### config.mk
export PLATFORM = sky130hd
export DESIGN_NAME = i2c_write_master_flat
export DESIGN_NICKNAME = d
export VERILOG_FILES = /design/src/rtl/i2c_pkg.sv /design/src/rtl/i2c_write_master_if.sv /design/src/rtl/i2c_tick_gen.sv /design/src/rtl/i2c_write_master.sv /design/src/flat_wrapper.sv
export SDC_FILE = /design/constraint.sdc
export NUM_CORES = 1
export LEC_CHECK = 0
export CELL_PAD_IN_SITES_DETAIL_PLACEMENT = 1
export CELL_PAD_IN_SITES_GLOBAL_PLACEMENT = 2
export CORE_MARGIN = 4
export CORE_UTILIZATION = 30
export CTS_CLUSTER_DIAMETER = 50
export DETAILED_ROUTE_END_ITERATION = 10
export GPL_TIMING_DRIVEN = 0
export HOLD_SLACK_MARGIN = 0.08
export PLACE_DENSITY = 0.86
export RECOVER_POWER = 100
export SYNTH_ARGS = -nofsm -noshare
export SYNTH_HDL_FRONTEND = slang
export SYNTH_SLANG_ARGS = --single-unit
### constraint.sdc
create_clock -name iCLK -period 5.8 [get_ports iCLK]
set_clock_uncertainty 0.2 [all_clocks]
set_input_delay 1.16 -clock iCLK [delete_from_list [all_inputs] [get_ports iCLK]]
set_output_delay 1.16 -clock iCLK [all_outputs]
set_load 0.02 [all_outputs]
### src/rtl/i2c_pkg.sv
// Shared types and constants for the I2C write master: FSM states, quarter-bit phases, divider helper.
// No logic; zero latency. No handshaking in this package.
package i2c_pkg;

    typedef enum logic [2:0] {
        IDLE  = 3'd0,
        START = 3'd1,
        BIT   = 3'd2,
        STOP  = 3'd3,
        DONE  = 3'd4
    } state_e;

    localparam logic [1:0] Q0 = 2'd0;
    localparam logic [1:0] Q1 = 2'd1;
    localparam logic [1:0] Q2 = 2'd2;
    localparam logic [1:0] Q3 = 2'd3;

    localparam int NBYTES = 3;

    function automatic int quarter_div(input int clk, input int f);
        return clk / (4 * f);
    endfunction

endpackage

### src/rtl/i2c_write_master_if.sv
// Request/status and pad-side signals of the I2C write master; master = the controller, slave = its environment.
// Pure wiring: no latency. iGO is honoured only while oBUSY is low.
interface i2c_write_master_if;
    logic        iGO;
    logic [23:0] iDATA;
    logic        oBUSY;
    logic        oDONE;
    logic        oNACK;
    logic        oSCL_OE;
    logic        oSDA_OE;
    logic        iSDA;
    logic        iSCL;

    modport master (
        input  iGO, iDATA, iSDA, iSCL,
        output oBUSY, oDONE, oNACK, oSCL_OE, oSDA_OE
    );

    modport slave (
        output iGO, iDATA, iSDA, iSCL,
        input  oBUSY, oDONE, oNACK, oSCL_OE, oSDA_OE
    );
endinterface

### src/rtl/i2c_tick_gen.sv
// Quarter-bit tick divider: counts 0..Q-1 and fires on Q-1; clr restarts the count at 0.
// tick is combinational from the count; hold freezes the count at Q-1 and suppresses the tick.
module i2c_tick_gen #(
    parameter int Q = 4
) (
    input  logic iCLK,
    input  logic iRST_N,
    input  logic clr,
    input  logic hold,
    output logic tick
);
    localparam int CW = $clog2(Q);
    localparam logic [CW-1:0] LAST = CW'(Q - 1);

    logic [CW-1:0] cnt_q, cnt_d;

    always_comb begin
        cnt_d = cnt_q + CW'(1);
        tick  = 1'b0;
        if (clr) begin
            cnt_d = '0;
        end else if (cnt_q == LAST) begin
            if (hold) begin
                cnt_d = cnt_q;
            end else begin
                cnt_d = '0;
                tick  = 1'b1;
            end
        end
    end

    always_ff @(posedge iCLK or negedge iRST_N) begin
        if (!iRST_N) cnt_q <= '0;
        else         cnt_q <= cnt_d;
    end
endmodule

### src/rtl/i2c_write_master.sv
// 3-byte I2C write (addr, sub, data) per iGO; oDONE 113*Q cycles after accept (less on NACK), iGO ignored while busy.
// Optional SCL clock stretching when I2C_CLK_STRETCH_EN is defined.
module i2c_write_master
    import i2c_pkg::*;
#(
    parameter int CLK_FREQ = 50000000,
    parameter int I2C_FREQ = 100000
) (
    input  logic               iCLK,
    input  logic               iRST_N,
    i2c_write_master_if.master bus
);
    localparam int Q = quarter_div(CLK_FREQ, I2C_FREQ);

    if (Q < 2) begin : g_q_check
        $error("i2c_write_master: CLK_FREQ/(4*I2C_FREQ) must be at least 2");
    end

    localparam logic [2:0] ST_IDLE  = IDLE;
    localparam logic [2:0] ST_START = START;
    localparam logic [2:0] ST_BIT   = BIT;
    localparam logic [2:0] ST_STOP  = STOP;
    localparam logic [2:0] ST_DONE  = DONE;
    localparam logic [1:0] LAST_BYTE = 2'(NBYTES - 1);

    logic [2:0]  state_q, state_d;
    logic [1:0]  phase_q, phase_d;
    logic [3:0]  bit_q, bit_d;
    logic [1:0]  byte_q, byte_d;
    logic [23:0] data_q, data_d;
    logic        nack_q, nack_d;

    logic       accept, tick, hold;
    logic [7:0] cur_byte;
    logic       cur_bit;

    assign accept = bus.iGO && (state_q == ST_IDLE || state_q == ST_DONE);

`ifdef I2C_CLK_STRETCH_EN
    // A slave holding SCL low freezes the quarter-bit clock wherever we have released SCL.
    assign hold = !bus.iSCL &&
                  ((state_q == ST_BIT  && (phase_q == Q1 || phase_q == Q2)) ||
                   (state_q == ST_STOP &&  phase_q == Q1));
`else
    logic unused_scl;
    assign unused_scl = bus.iSCL;
    assign hold = 1'b0;
`endif

    i2c_tick_gen #(.Q(Q)) u_tick (
        .iCLK   (iCLK),
        .iRST_N (iRST_N),
        .clr    (accept),
        .hold   (hold),
        .tick   (tick)
    );

    always_comb begin
        case (byte_q)
            2'd0:    cur_byte = data_q[23:16];
            2'd1:    cur_byte = data_q[15:8];
            default: cur_byte = data_q[7:0];
        endcase
        cur_bit = cur_byte[3'd7 - bit_q[2:0]];
    end

    always_comb begin
        state_d = state_q;
        phase_d = phase_q;
        bit_d   = bit_q;
        byte_d  = byte_q;
        data_d  = data_q;
        nack_d  = nack_q;
        case (state_q)
            ST_START: if (tick) begin
                if (phase_q == Q1) begin
                    state_d = ST_BIT;
                    phase_d = Q0;
                end else begin
                    phase_d = phase_q + 2'd1;
                end
            end
            ST_BIT: if (tick) begin
                if (phase_q == Q2 && bit_q == 4'd8 && bus.iSDA) nack_d = 1'b1;
                if (phase_q == Q3) begin
                    phase_d = Q0;
                    if (bit_q == 4'd8) begin
                        bit_d = 4'd0;
                        if (nack_q || byte_q == LAST_BYTE) state_d = ST_STOP;
                        else                               byte_d  = byte_q + 2'd1;
                    end else begin
                        bit_d = bit_q + 4'd1;
                    end
                end else begin
                    phase_d = phase_q + 2'd1;
                end
            end
            ST_STOP: if (tick) begin
                if (phase_q == Q2) state_d = ST_DONE;
                else               phase_d = phase_q + 2'd1;
            end
            ST_DONE: state_d = ST_IDLE;
            default: state_d = ST_IDLE;
        endcase
        // Accept overrides the DONE->IDLE return so back-to-back requests lose no cycle.
        if (accept) begin
            state_d = ST_START;
            phase_d = Q0;
            bit_d   = 4'd0;
            byte_d  = 2'd0;
            data_d  = bus.iDATA;
            nack_d  = 1'b0;
        end
    end

    always_ff @(posedge iCLK or negedge iRST_N) begin
        if (!iRST_N) begin
            state_q <= ST_IDLE;
            phase_q <= Q0;
            bit_q   <= 4'd0;
            byte_q  <= 2'd0;
            data_q  <= 24'd0;
            nack_q  <= 1'b0;
        end else begin
            state_q <= state_d;
            phase_q <= phase_d;
            bit_q   <= bit_d;
            byte_q  <= byte_d;
            data_q  <= data_d;
            nack_q  <= nack_d;
        end
    end

    // Pad enables decode straight from state so an async reset releases the bus at once.
    always_comb begin
        bus.oSCL_OE = 1'b0;
        bus.oSDA_OE = 1'b0;
        case (state_q)
            ST_START: bus.oSDA_OE = (phase_q == Q1);
            ST_BIT: begin
                bus.oSCL_OE = (phase_q == Q0 || phase_q == Q3);
                bus.oSDA_OE = (bit_q != 4'd8) && !cur_bit;
            end
            ST_STOP: begin
                bus.oSCL_OE = (phase_q == Q0);
                bus.oSDA_OE = (phase_q != Q2);
            end
            default: ;
        endcase
    end

    assign bus.oBUSY = (state_q == ST_START) || (state_q == ST_BIT) || (state_q == ST_STOP);
    assign bus.oDONE = (state_q == ST_DONE);
    assign bus.oNACK = nack_q;
endmodule

### src/flat_wrapper.sv
// flat-port wrapper written by rule: the top's interface ports become plain ports
module i2c_write_master_flat import i2c_pkg::*;
#(
    parameter int CLK_FREQ = 50000000,
    parameter int I2C_FREQ = 100000
)
  (iCLK, iRST_N, bus_iGO, bus_iDATA, bus_iSDA, bus_iSCL, bus_oBUSY, bus_oDONE, bus_oNACK, bus_oSCL_OE, bus_oSDA_OE);
  i2c_write_master_if bus_i ();
  input  logic iCLK;
  input  logic iRST_N;
  input wire logic [$bits(bus_i.iGO)-1:0] bus_iGO;
  input wire logic [$bits(bus_i.iDATA)-1:0] bus_iDATA;
  input wire logic [$bits(bus_i.iSDA)-1:0] bus_iSDA;
  input wire logic [$bits(bus_i.iSCL)-1:0] bus_iSCL;
  output wire logic [$bits(bus_i.oBUSY)-1:0] bus_oBUSY;
  output wire logic [$bits(bus_i.oDONE)-1:0] bus_oDONE;
  output wire logic [$bits(bus_i.oNACK)-1:0] bus_oNACK;
  output wire logic [$bits(bus_i.oSCL_OE)-1:0] bus_oSCL_OE;
  output wire logic [$bits(bus_i.oSDA_OE)-1:0] bus_oSDA_OE;
  assign bus_i.iGO = bus_iGO;
  assign bus_i.iDATA = bus_iDATA;
  assign bus_i.iSDA = bus_iSDA;
  assign bus_i.iSCL = bus_iSCL;
  assign bus_oBUSY = bus_i.oBUSY;
  assign bus_oDONE = bus_i.oDONE;
  assign bus_oNACK = bus_i.oNACK;
  assign bus_oSCL_OE = bus_i.oSCL_OE;
  assign bus_oSDA_OE = bus_i.oSDA_OE;
  i2c_write_master #(.CLK_FREQ(CLK_FREQ), .I2C_FREQ(I2C_FREQ)) u_core (.iCLK(iCLK), .iRST_N(iRST_N), .bus(bus_i));
endmodule
## After elaboration in Yosys (flattened, before gate mapping)

Cells that the tools add are included.

- Add/sub/neg operators: 5
- $mul: 0
- Divide/modulo/power cells: 0
- Order comparisons: 1
- Eq/ne operators: 23
- Shifts and indexed selects: 0
- Muxes and demuxes: 42
- Bitwise logic cells: 0
- Reduce and logical (&&, ||, !) cells: 24

Operators by type and width:

| cell | number |
|---|---|
| 2-to-1 mux 3 bit | 9 |
| 2-to-1 mux 2 bit | 13 |
| != test 3 x 1 -> 1 bit (second input constant) | 8 |
| 2-to-1 mux 4 bit | 5 |
| one-hot mux 8 bit (2 select lines) | 1 |
| 2-to-1 mux 7 bit | 2 |
| AND reduction 5 bit | 2 |
| nonzero test 2 bit | 5 |
| one-hot mux 3 bit (3 select lines) | 1 |
| AND reduction 8 bit | 1 |
| adder 7 x 1 -> 7 bit (second input constant) | 1 |
| equality test 7 bit (second input constant) | 1 |
| 2-to-1 mux 1 bit | 7 |
| equality test 2 bit (second input constant) | 3 |
| equality test 3 x 2 -> 1 bit (second input constant) | 2 |
| one-hot mux 2 bit (3 select lines) | 1 |
| AND reduction 3 bit | 2 |
| logical OR 1 bit | 5 |
| adder 2 x 1 -> 2 bit (second input constant) | 2 |
| adder 4 x 1 -> 4 bit (second input constant) | 1 |
| equality test 2 x 1 -> 1 bit (second input constant) | 2 |
| equality test 4 bit (second input constant) | 1 |
| logical AND 1 bit | 4 |
| logical NOT 2 bit | 2 |
| other kinds (14) | 14 |

- Register bits after elaboration: 43
- Bits in latches: 0
- Memory bits (writable): 0
- Bits in read-only memories: 0
- Input port bits: 29
- Logic and storage cells: 102
- Memories kept: 0

## Logic depth before layout (Yosys ltp)

Gate-level depths: netlist of the first run.

- Depth in word-level cells: 8
- Gate-level depth with buffers: 8

## By module

Synthesis of the first run repeated with hierarchy kept, for this count alone.

- Cell total of the unflattened synthesis: 226
- Area, all modules: 2,489.9 sq um

By module, submodules not included:

| module | instances | cells an instance | area an instance (sq um) | sequential area each (sq um) |
|---|---|---|---|---|
| i2c_write_master | 1 | 181 | 2,058.2 | 900.9 |
| i2c_tick_gen | 1 | 45 | 431.7 | 175.2 |

## Worst setup path before layout of the first run

Ideal clock, no wire load.

- Path kind: reg2out
- From: register u_core.byte_q[0]
- To: output port bus_oSDA_OE
- Arrival: 1,780 ps
- Required time: 4,440 ps
- Setup slack: 2,660 ps
- Cell stages (with the launch flop): 9
- Buffers on the path: 1
- Cell sequence: dfrtp_1 -> inv_1 -> ha_1 -> clkbuf_1 -> nor2_1 -> a2111oi_0 -> a31o_2 -> o311ai_0 -> nand3_1

- Word-level cells in the longest chain between the ends: 7
- Elaborated cells between the ends (all ways): 8
- Classes of those cells: eq/ne (1); mux (4); reduce/logical (3)

Ends and longest elaborated chain:

| item | RTL line | source |
|---|---|---|
| start, declared | i2c_write_master.sv:29 | `logic [1:0] byte_q, byte_d;` |
| start signal, assigned | i2c_write_master.sv:128 | `byte_q <= byte_d;` |
| equality test 2 x 1 -> 1 bit / logical NOT 2 bit (equally long branches) | i2c_write_master.sv:59 | `case (byte_q)` |
| one-hot mux 8 bit (2 select lines) * | i2c_write_master.sv:59 |  |
| binary-select mux 1 bit (select 3 bit) * | i2c_write_master.sv:64 | `cur_bit = cur_byte[3'd7 - bit_q[2:0]];` |
| 2-to-1 mux 1 bit (implied by the code) * | i2c_write_master.sv:64 |  |
| logical NOT 1 bit * | i2c_write_master.sv:142 | `bus.oSDA_OE = (bit_q != 4'd8) && !cur_bit;` |
| logical AND 1 bit * | i2c_write_master.sv:142 |  |
| one-hot mux 1 bit (3 select lines) * | i2c_write_master.sv:138 | `case (state_q)` |
| end, declared | flat_wrapper.sv:19 | `output wire logic [$bits(bus_i.oSDA_OE)-1:0] bus_oSDA_OE;` |

Mark *: on every way between the ends. The rest lies on a longest branch, timed or not. The select of a mux whose other input is x is not followed.

## Worst setup path in the final report of the first run

Same ends and word-level chain as after synthesis.

==> results of run 1 <==
-- per-stage QoR --
step / instances / util / area [um2] / setup WS [ns]
floorplan: 265 / - / 2277 / 2.660
global placement: 396 / 0.3712 / 2721 / 1.828
detailed placement: 397 / 0.3743 / 2744 / 1.820
CTS: 404 / 0.3862 / 2831 / 1.427
global route: 404 / 0.3828 / 2806 / 1.086
finish: 404 / 0.3828 / 2806 / 1.394
-- kinds of logic after synthesis --
group	after synthesis	share of synthesized area
simple gates	144	0.2868
fa+ha+maj	11	0.06044
xor+xnor	7	0.02692
compound gates	36	0.1077
mux	1	0.004396
flops	43	0.4725
buf+inv	23	0.04121
-- critical path, cell delays in order (launching register included) --
cell                            delay (ns)
sky130_fd_sc_hd__dfrtp_1              0.42
sky130_fd_sc_hd__inv_1                0.09
sky130_fd_sc_hd__ha_1                 0.15
sky130_fd_sc_hd__clkbuf_1             0.33
sky130_fd_sc_hd__nor2_1               0.15
sky130_fd_sc_hd__a2111oi_0            0.50
sky130_fd_sc_hd__a31o_2               0.17
sky130_fd_sc_hd__o311ai_0             0.10
sky130_fd_sc_hd__nand3_1              0.14
sky130_fd_sc_hd__dlygate4sd3_1        0.69
-- flip-flops by register name (all words and copies together) (netlist names) --
register,cells
u_core.data_q,24
u_core.u_tick.cnt_q,7
u_core.bit_q,4
u_core.state_q,3
u_core.byte_q,2
u_core.phase_q,2
u_core.bus.oNACK,1
-- layout by cell type, fill, tap and decap left out, types with 2 or more instances in the layout --
cell	instances
sky130_fd_sc_hd__nand2_1	92
sky130_fd_sc_hd__dfrtp_1	43
sky130_fd_sc_hd__clkdlybuf4s50_1	25
sky130_fd_sc_hd__nor2_1	20
sky130_fd_sc_hd__clkbuf_1	13
sky130_fd_sc_hd__nand3_1	12
sky130_fd_sc_hd__inv_1	11
sky130_fd_sc_hd__ha_1	11
sky130_fd_sc_hd__a21oi_1	9
sky130_fd_sc_hd__o21ai_0	6
sky130_fd_sc_hd__clkbuf_8	6
sky130_fd_sc_hd__dlygate4sd3_1	6
sky130_fd_sc_hd__xor2_1	5
sky130_fd_sc_hd__nor2b_1	3
sky130_fd_sc_hd__a22oi_1	3
sky130_fd_sc_hd__o22ai_1	3
sky130_fd_sc_hd__nor3_1	3
sky130_fd_sc_hd__and2_0	3
sky130_fd_sc_hd__o311ai_0	2
sky130_fd_sc_hd__and3_1	2
sky130_fd_sc_hd__xnor2_1	2
sky130_fd_sc_hd__a32o_1	2
-- power breakdown --
| part | leakage, nW | switching, W | internal (W) |
|---|---|---|---|
| Clock | 0.0470 | 0.000100 | 0.0000935 |
| Combinational | 0.734 | 0.00000839 | 0.0000155 |
| Sequential | 0.550 | 0 | 0.000299 |
-- metal layers --
| layer | vias up | routed length (um) | global-route usage |
|---|---|---|---|
| met3 | 7 | 238 | 0.02762 |
| met1 | 897 | 2525 | 0.1783 |
| met2 | 32 | 2676 | 0.2350 |
| met5 | - | 0 | 0 |
| li1 | 953 | - | - |
| met4 | 0 | 68 | 0.04688 |
-- how the worst max path moves through the flow --
| stage | cells after the start | to | startpoint | slack (ns) |
|---|---|---|---|---|
| 2_1_floorplan | 8 | bus_oSDA_OE | u_core.byte_q[0]$_DFFE_PN0P_ | 2.66 |
| 3_3_place_gp | 9 | bus_oSDA_OE | u_core.byte_q[0]$_DFFE_PN0P_ | 1.83 |
| 3_5_place_dp | 9 | bus_oSDA_OE | u_core.byte_q[0]$_DFFE_PN0P_ | 1.82 |
| 4_1_cts | 9 | bus_oSDA_OE | u_core.byte_q[0]$_DFFE_PN0P_ | 1.43 |
| 5_1_grt | 9 | bus_oSDA_OE | u_core.byte_q[1]$_DFFE_PN0P_ | 1.09 |
| 6_report | 9 | bus_oSDA_OE | u_core.byte_q[0]$_DFFE_PN0P_ | 1.39 |
-- cell type report --
type / instances / area, um2
buffer: 12 / 52.55
timing repair buffer: 33 / 317.8
inverter: 11 / 41.29
sequential: 43 / 1076
fill: 879 / 4524
clock inverter: 1 / 5.005
clock buffer: 6 / 82.58
tap: 99 / 123.9
multi-input combinational: 199 / 1107
==> results by group, run 1 <==
CTS
  • Clock tree from TritonCTS: built
  • Number of clock sinks: 43
  • Worst-Skew Late Latency: 0.30 ns
  • Post-CTS clock slew at the launch and capture registers of the worst setup and hold paths: 0.08 ns
  • Number of buffers on the longest clock path: 2
  • Number of buffers inserted during clock tree synthesis: 5
  • H-tree depth: 2
  • Quantity of hold-fixing buffers added after cts: 0
  • Post-CTS Setup Repair Bufs: 0
  • # resized after CTS: 0
  • CTS Root Buffer Type: sky130_fd_sc_hd__clkbuf_8

Logic synthesis
  • Cells taking the most area after synthesis: sky130_fd_sc_hd__dfrtp_1 47%, sky130_fd_sc_hd__nand2_1 15%, sky130_fd_sc_hd__ha_1 6.0%
  • YS warnings: 0
  • Avg Synthesized Cell Area: 8.593 um2
  • Synthesized netlist net count: 305
  • Post-synthesis sequential element count: 43
  • Post-synth top area share: 0.4725
  • Yosys top cell by area: sky130_fd_sc_hd__dfrtp_1
  • Area of the mapped netlist: 0.002277 mm2
  • Number of cells produced by synthesis: 265
  • Share of the yosys chip area belonging to registers: 0.4725
  • Synth async-reset ratio: 1.000
  • Most frequently used cell type in the post-synthesis netlist: sky130_fd_sc_hd__nand2_1
  • Number of flops mapped to enable cells by yosys: 0
  • Count of distinct cell types in the synthesized netlist: 40
  • Ranking of synthesized cells by instance count: 92 x sky130_fd_sc_hd__nand2_1, 43 x sky130_fd_sc_hd__dfrtp_1, 20 x sky130_fd_sc_hd__nor2_1
  • Leading register cell type out of synthesis: sky130_fd_sc_hd__dfrtp_1

STA
  • Shortest clock period the worst path allows after layout: 4.406 ns
  • Final max-slew violation count: 0
  • Fin Hold WS: 0.2795 ns
  • Final worst path period share: 0.7597
  • Endpoints failing hold: 0
  • Unrepaired setup endpoints after global routing: no
  • Top achievable clock speed: 227.0 MHz
  • Least-Margin Pin Slew: 1.230 ns
  • Final number of setup-violating endpoints: 0
  • Final-layout setup total negative slack: 0 ns
  • Max-Slew Margin vs Limit: 0.1801

Critical path
  • R2r startpoint: u_core.u_tick.cnt_q[0]$_DFF_PN0_
  • CP Capture Type: output port
  • Max Fanout on Critical Path: 9
  • Register-to-Register Setup Slack: 3.64 ns
  • Endpoint required time on the critical path: 4.44 ns
  • R2R cell count: 7
  • End of the worst register-to-register path: u_core.phase_q[1]$_DFFE_PN0P_
  • Arrival time reported for the critical path endpoint: 3.05 ns
  • Critical Path Start Type: flip-flop
  • Classification of the worst setup path: reg2out

Placement
  • Routability congestion estimate: 0.8214
  • Port bufs: 32
  • Detailed Place HPWL: 4.219 mm

Hold path
  • Source of the worst hold timing path: u_core.data_q[10]$_DFFE_PN0P_
  • Hold depth: 2
  • Worst-case hold path end point: u_core.data_q[10]$_DFFE_PN0P_
  • Worst min-delay path class: reg2reg

Pwr
  • Leak: 1.331 nW
  • Peak supply drop: 0.07342 mV
  • Total power per unit cell area: 184.3 mW/mm2
  • Post-layout total power: 0.0005173 W

Route
  • Total DRC errors in the routed layout: 0
  • DR vias/cell: 4.676
  • Final routed wirelength across all metal layers: 5.509 mm
  • Number of nets still failing antenna checks after routing: 0
  • Post-detailed-route wirelength per cell: 13.64 um
  • Total vias in the final route: 1889
  • Count of TritonRoute iterations in the first routing pass: 4
  • First DRT Iteration DRCs: 111

Floorplan
  • Core Footprint: 0.007331 mm2
  • Horizontal die dimension: 95.13 um
  • Die Height: 95.13 um
  • Ports: 34
  • Area of the die: 0.009049 mm2
  • Row Count: 31
  • Initial core utilization: 0.3106

Finish
  • Final-stage net count: 345
  • Layout cell share with drive strength beyond 1: 0.04590
  • Number of inserted diodes: 0
  • Synth-to-layout area growth: 23.24%

Global route
  • Gr usage total: 0.1395
  • Number of antenna violations at the first check in global routing: 0
  • Wire length of the first global-routing pass: 9.804 mm
  • GR Overflow Total: 0
  • Maximum number of pins on one net before global-route repair: 23
  • Number of global-route vias before repair: 2032

Outcome
  • Result of the run: completed

Run
  • Number of maximum-capacitance violations: 0
(Power assumes the default switching activity.)
==> run 2: changes to the inputs <==
==> constraint.sdc (replaced) <==
create_clock -name iCLK -period 4.3 [get_ports iCLK]
set_clock_uncertainty 0.2 [all_clocks]
set_input_delay 0.86 -clock iCLK [delete_from_list [all_inputs] [get_ports iCLK]]
set_output_delay 0.86 -clock iCLK [all_outputs]
set_load 0.02 [all_outputs]
==> results by group, run 2 (same netlist as run 1, synthesis figures left out) <==
Global route
  • Number of antenna violations at the first check in global routing: 0 (unchanged)
  • Number of global-route vias before repair: 2032 (unchanged)
  • Gr usage total: 0.1395 (unchanged)
  • GR Overflow Total: 0 (unchanged)
  • Maximum number of pins on one net before global-route repair: 23 (unchanged)
  • Wire length of the first global-routing pass: 9.804 mm (unchanged)

CTS
  • Number of buffers inserted during clock tree synthesis: 5 (unchanged)
  • H-tree depth: 2 (unchanged)
  • Clock tree from TritonCTS: built
  • Post-CTS Setup Repair Bufs: 0 (unchanged)
  • Quantity of hold-fixing buffers added after cts: 0 (unchanged)
  • Number of clock sinks: 43 (unchanged)
  • Number of buffers on the longest clock path: 2 (unchanged)
  • Worst-Skew Late Latency: 0.30 ns (about the same)
  • # resized after CTS: 0 (unchanged)
  • Post-CTS clock slew at the launch and capture registers of the worst setup and hold paths: 0.08 ns (about the same)
  • CTS Root Buffer Type: sky130_fd_sc_hd__clkbuf_8

Route
  • Total vias in the final route: 1883 (-0.32%)
  • DR vias/cell: 4.684 (+0.18%)
  • Count of TritonRoute iterations in the first routing pass: 4 (unchanged)
  • First DRT Iteration DRCs: 109 (-1.8%)
  • Total DRC errors in the routed layout: 0 (unchanged)
  • Final routed wirelength across all metal layers: 5.523 mm (+0.25%)
  • Post-detailed-route wirelength per cell: 13.74 um (+0.75%)
  • Number of nets still failing antenna checks after routing: 0 (unchanged)

Run
  • Number of maximum-capacitance violations: 0 (unchanged)

Floorplan
  • Horizontal die dimension: 95.13 um (unchanged)
  • Area of the die: 0.009049 mm2 (unchanged)
  • Die Height: 95.13 um (unchanged)
  • Ports: 34 (unchanged)
  • Initial core utilization: 0.3106 (unchanged)
  • Row Count: 31 (unchanged)
  • Core Footprint: 0.007331 mm2 (unchanged)

Critical path
  • Max Fanout on Critical Path: 9 (unchanged)
  • Classification of the worst setup path: reg2out
  • Critical Path Start Type: flip-flop
  • Slowest Stage Delay on Critical Path: 0.62 ns (-0.07 ns)
  • CP Capture Type: output port
  • Endpoint required time on the critical path: 3.24 ns (-1.20 ns)
  • Sequence of cells on the critical path: inv_1, ha_1, nor2_1, a2111oi_0, a31o_2, o311ai_0, nand3_1, clkdlybuf4s50_1
  • Highest-delay cell along the critical path: sky130_fd_sc_hd__clkdlybuf4s50_1
  • Top delay family on crit path: compound AO/OA/AOI/OAI gates
  • Number of buffers and inverters on the critical path: 2 (-1)
  • Arrival time reported for the critical path endpoint: 2.87 ns (-0.18 ns)

Finish
  • Number of inserted diodes: 0 (unchanged)
  • Most frequent standard cell in the layout excluding fill and tap cells: sky130_fd_sc_hd__nand2_1
  • Largest register FFs: 24 (unchanged)
  • Largest registers: u_core.data_q (24), u_core.u_tick.cnt_q (7), u_core.bit_q (4)
  • Final-stage net count: 343 (-0.58%)
  • Synth-to-layout area growth: 22.25%
  • Largest reg by FF count: u_core.data_q
  • Commonest non-fill, non-tap cells in the layout: 92 x sky130_fd_sc_hd__nand2_1, 43 x sky130_fd_sc_hd__dfrtp_1, 26 x sky130_fd_sc_hd__clkdlybuf4s50_1, 20 x sky130_fd_sc_hd__nor2_1, 12 x sky130_fd_sc_hd__nand3_1
  • Fillers: 880 (+0.11%)
  • Layout cell share with drive strength beyond 1: 0.04290 (-0.002997)

STA
  • Top achievable clock speed: 254.6 MHz
  • Shortest clock period the worst path allows after layout: 3.928 ns
  • Fin Hold WS: 0.2795 ns (+0.00001900 ns)
  • Unrepaired setup endpoints after global routing: no
  • Least-Margin Pin Slew: 1.228 ns (-0.001889 ns)
  • Max-Slew Margin vs Limit: 0.1814 (+0.001259)
  • Final-layout setup total negative slack: 0 ns (unchanged)
  • Final worst path period share: 0.9135
  • Final max-slew violation count: 0 (unchanged)
  • Final number of setup-violating endpoints: 0 (unchanged)
  • Endpoints failing hold: 0 (unchanged)

Placement
  • Routability congestion estimate: 0.8214 (unchanged)
  • Detailed Place HPWL: 4.219 mm (unchanged)
  • Port bufs: 32 (unchanged)

Pwr
  • Post-layout total power: 0.0006972 W (+35%)
  • Leak: 1.325 nW (-0.45%)
  • Peak supply drop: 0.09902 mV (+35%)
  • Total power per unit cell area: 250.4 mW/mm2 (+36%)

Hold path
  • Worst min-delay path class: reg2reg

Outcome
  • Result of the run: completed
[run 2: cell types whose count changed in the layout (fill, tap and decap cells not counted), sizes merged]
cell	previous run	this run
clkdlybuf4s50	25	26
dlygate4sd3	6	5
clkbuf	19	17
[run 2: report_power, final]
part,leakage [nW],switching [W],internal [W],total [W]
Combinational,0.728,0.0000113,0.0000209,0.0000322
Clock,0.0470,0.000135,0.000126,0.000261
Sequential,0.550,0,0.000404,0.000404
Total,1.32,0.000146,0.000551,0.000697
[run 2: final cells by class]
class	instances	area (um2)	area share
buffer	10	45.04	0.01618
tap	99	123.9	0.04449
inverter	11	41.29	0.01483
multi-input combinational	199	1092	0.3924
timing repair buffer	33	317.8	0.1142
clock buffer	6	82.58	0.02966
clock inverter	1	5.005	0.001798
sequential	43	1076	0.3865
[run 2: final timing paths]
kind	start	to	slack, ns	cells past startpoint
min reg2reg	u_core.data_q[10]$_DFFE_PN0P_	u_core.data_q[10]$_DFFE_PN0P_	0.28	2
max in group asynchronous	iRST_N	u_core.data_q[11]$_DFFE_PN0P_	1.66	2
max	u_core.byte_q[0]$_DFFE_PN0P_	bus_oSDA_OE	0.37	8
min in group asynchronous	iRST_N	u_core.u_tick.cnt_q[4]$_DFF_PN0_	0.56	1
max reg2reg	u_core.bit_q[0]$_DFFE_PN0P_	u_core.byte_q[0]$_DFFE_PN0P_	1.95	8
min	u_core.data_q[10]$_DFFE_PN0P_	u_core.data_q[10]$_DFFE_PN0P_	0.28	2
[run 2: metal layers]
| metal | wire length [um] | GRT usage | up-vias |
|---|---|---|---|
| li1 | - | - | 949 |
| met1 | 2539 | 0.1783 | 897 |
| met2 | 2691 | 0.2350 | 32 |
| met3 | 234 | 0.02762 | 5 |
| met4 | 57 | 0.04688 | 0 |
| met5 | 0 | 0 | - |
[run 2: worst min-delay path, cell delays in order (launching register included)]
cell                      delay [ns]
sky130_fd_sc_hd__dfrtp_1        0.35
sky130_fd_sc_hd__nand2_1        0.05
sky130_fd_sc_hd__nand2_1        0.05
[run 2: stage by stage]
step | utilization | instance area, um2 | setup slack (ns) | instances
after floorplan | - | 2277 | 1.460 | 265
after global placement | 0.3712 | 2721 | 0.6282 | 396
final | 0.3798 | 2784 | 0.3721 | 402
after CTS | 0.3862 | 2831 | 0.2271 | 404
after detailed placement | 0.3743 | 2744 | 0.6201 | 397
after global routing | 0.3798 | 2784 | 0.1049 | 402
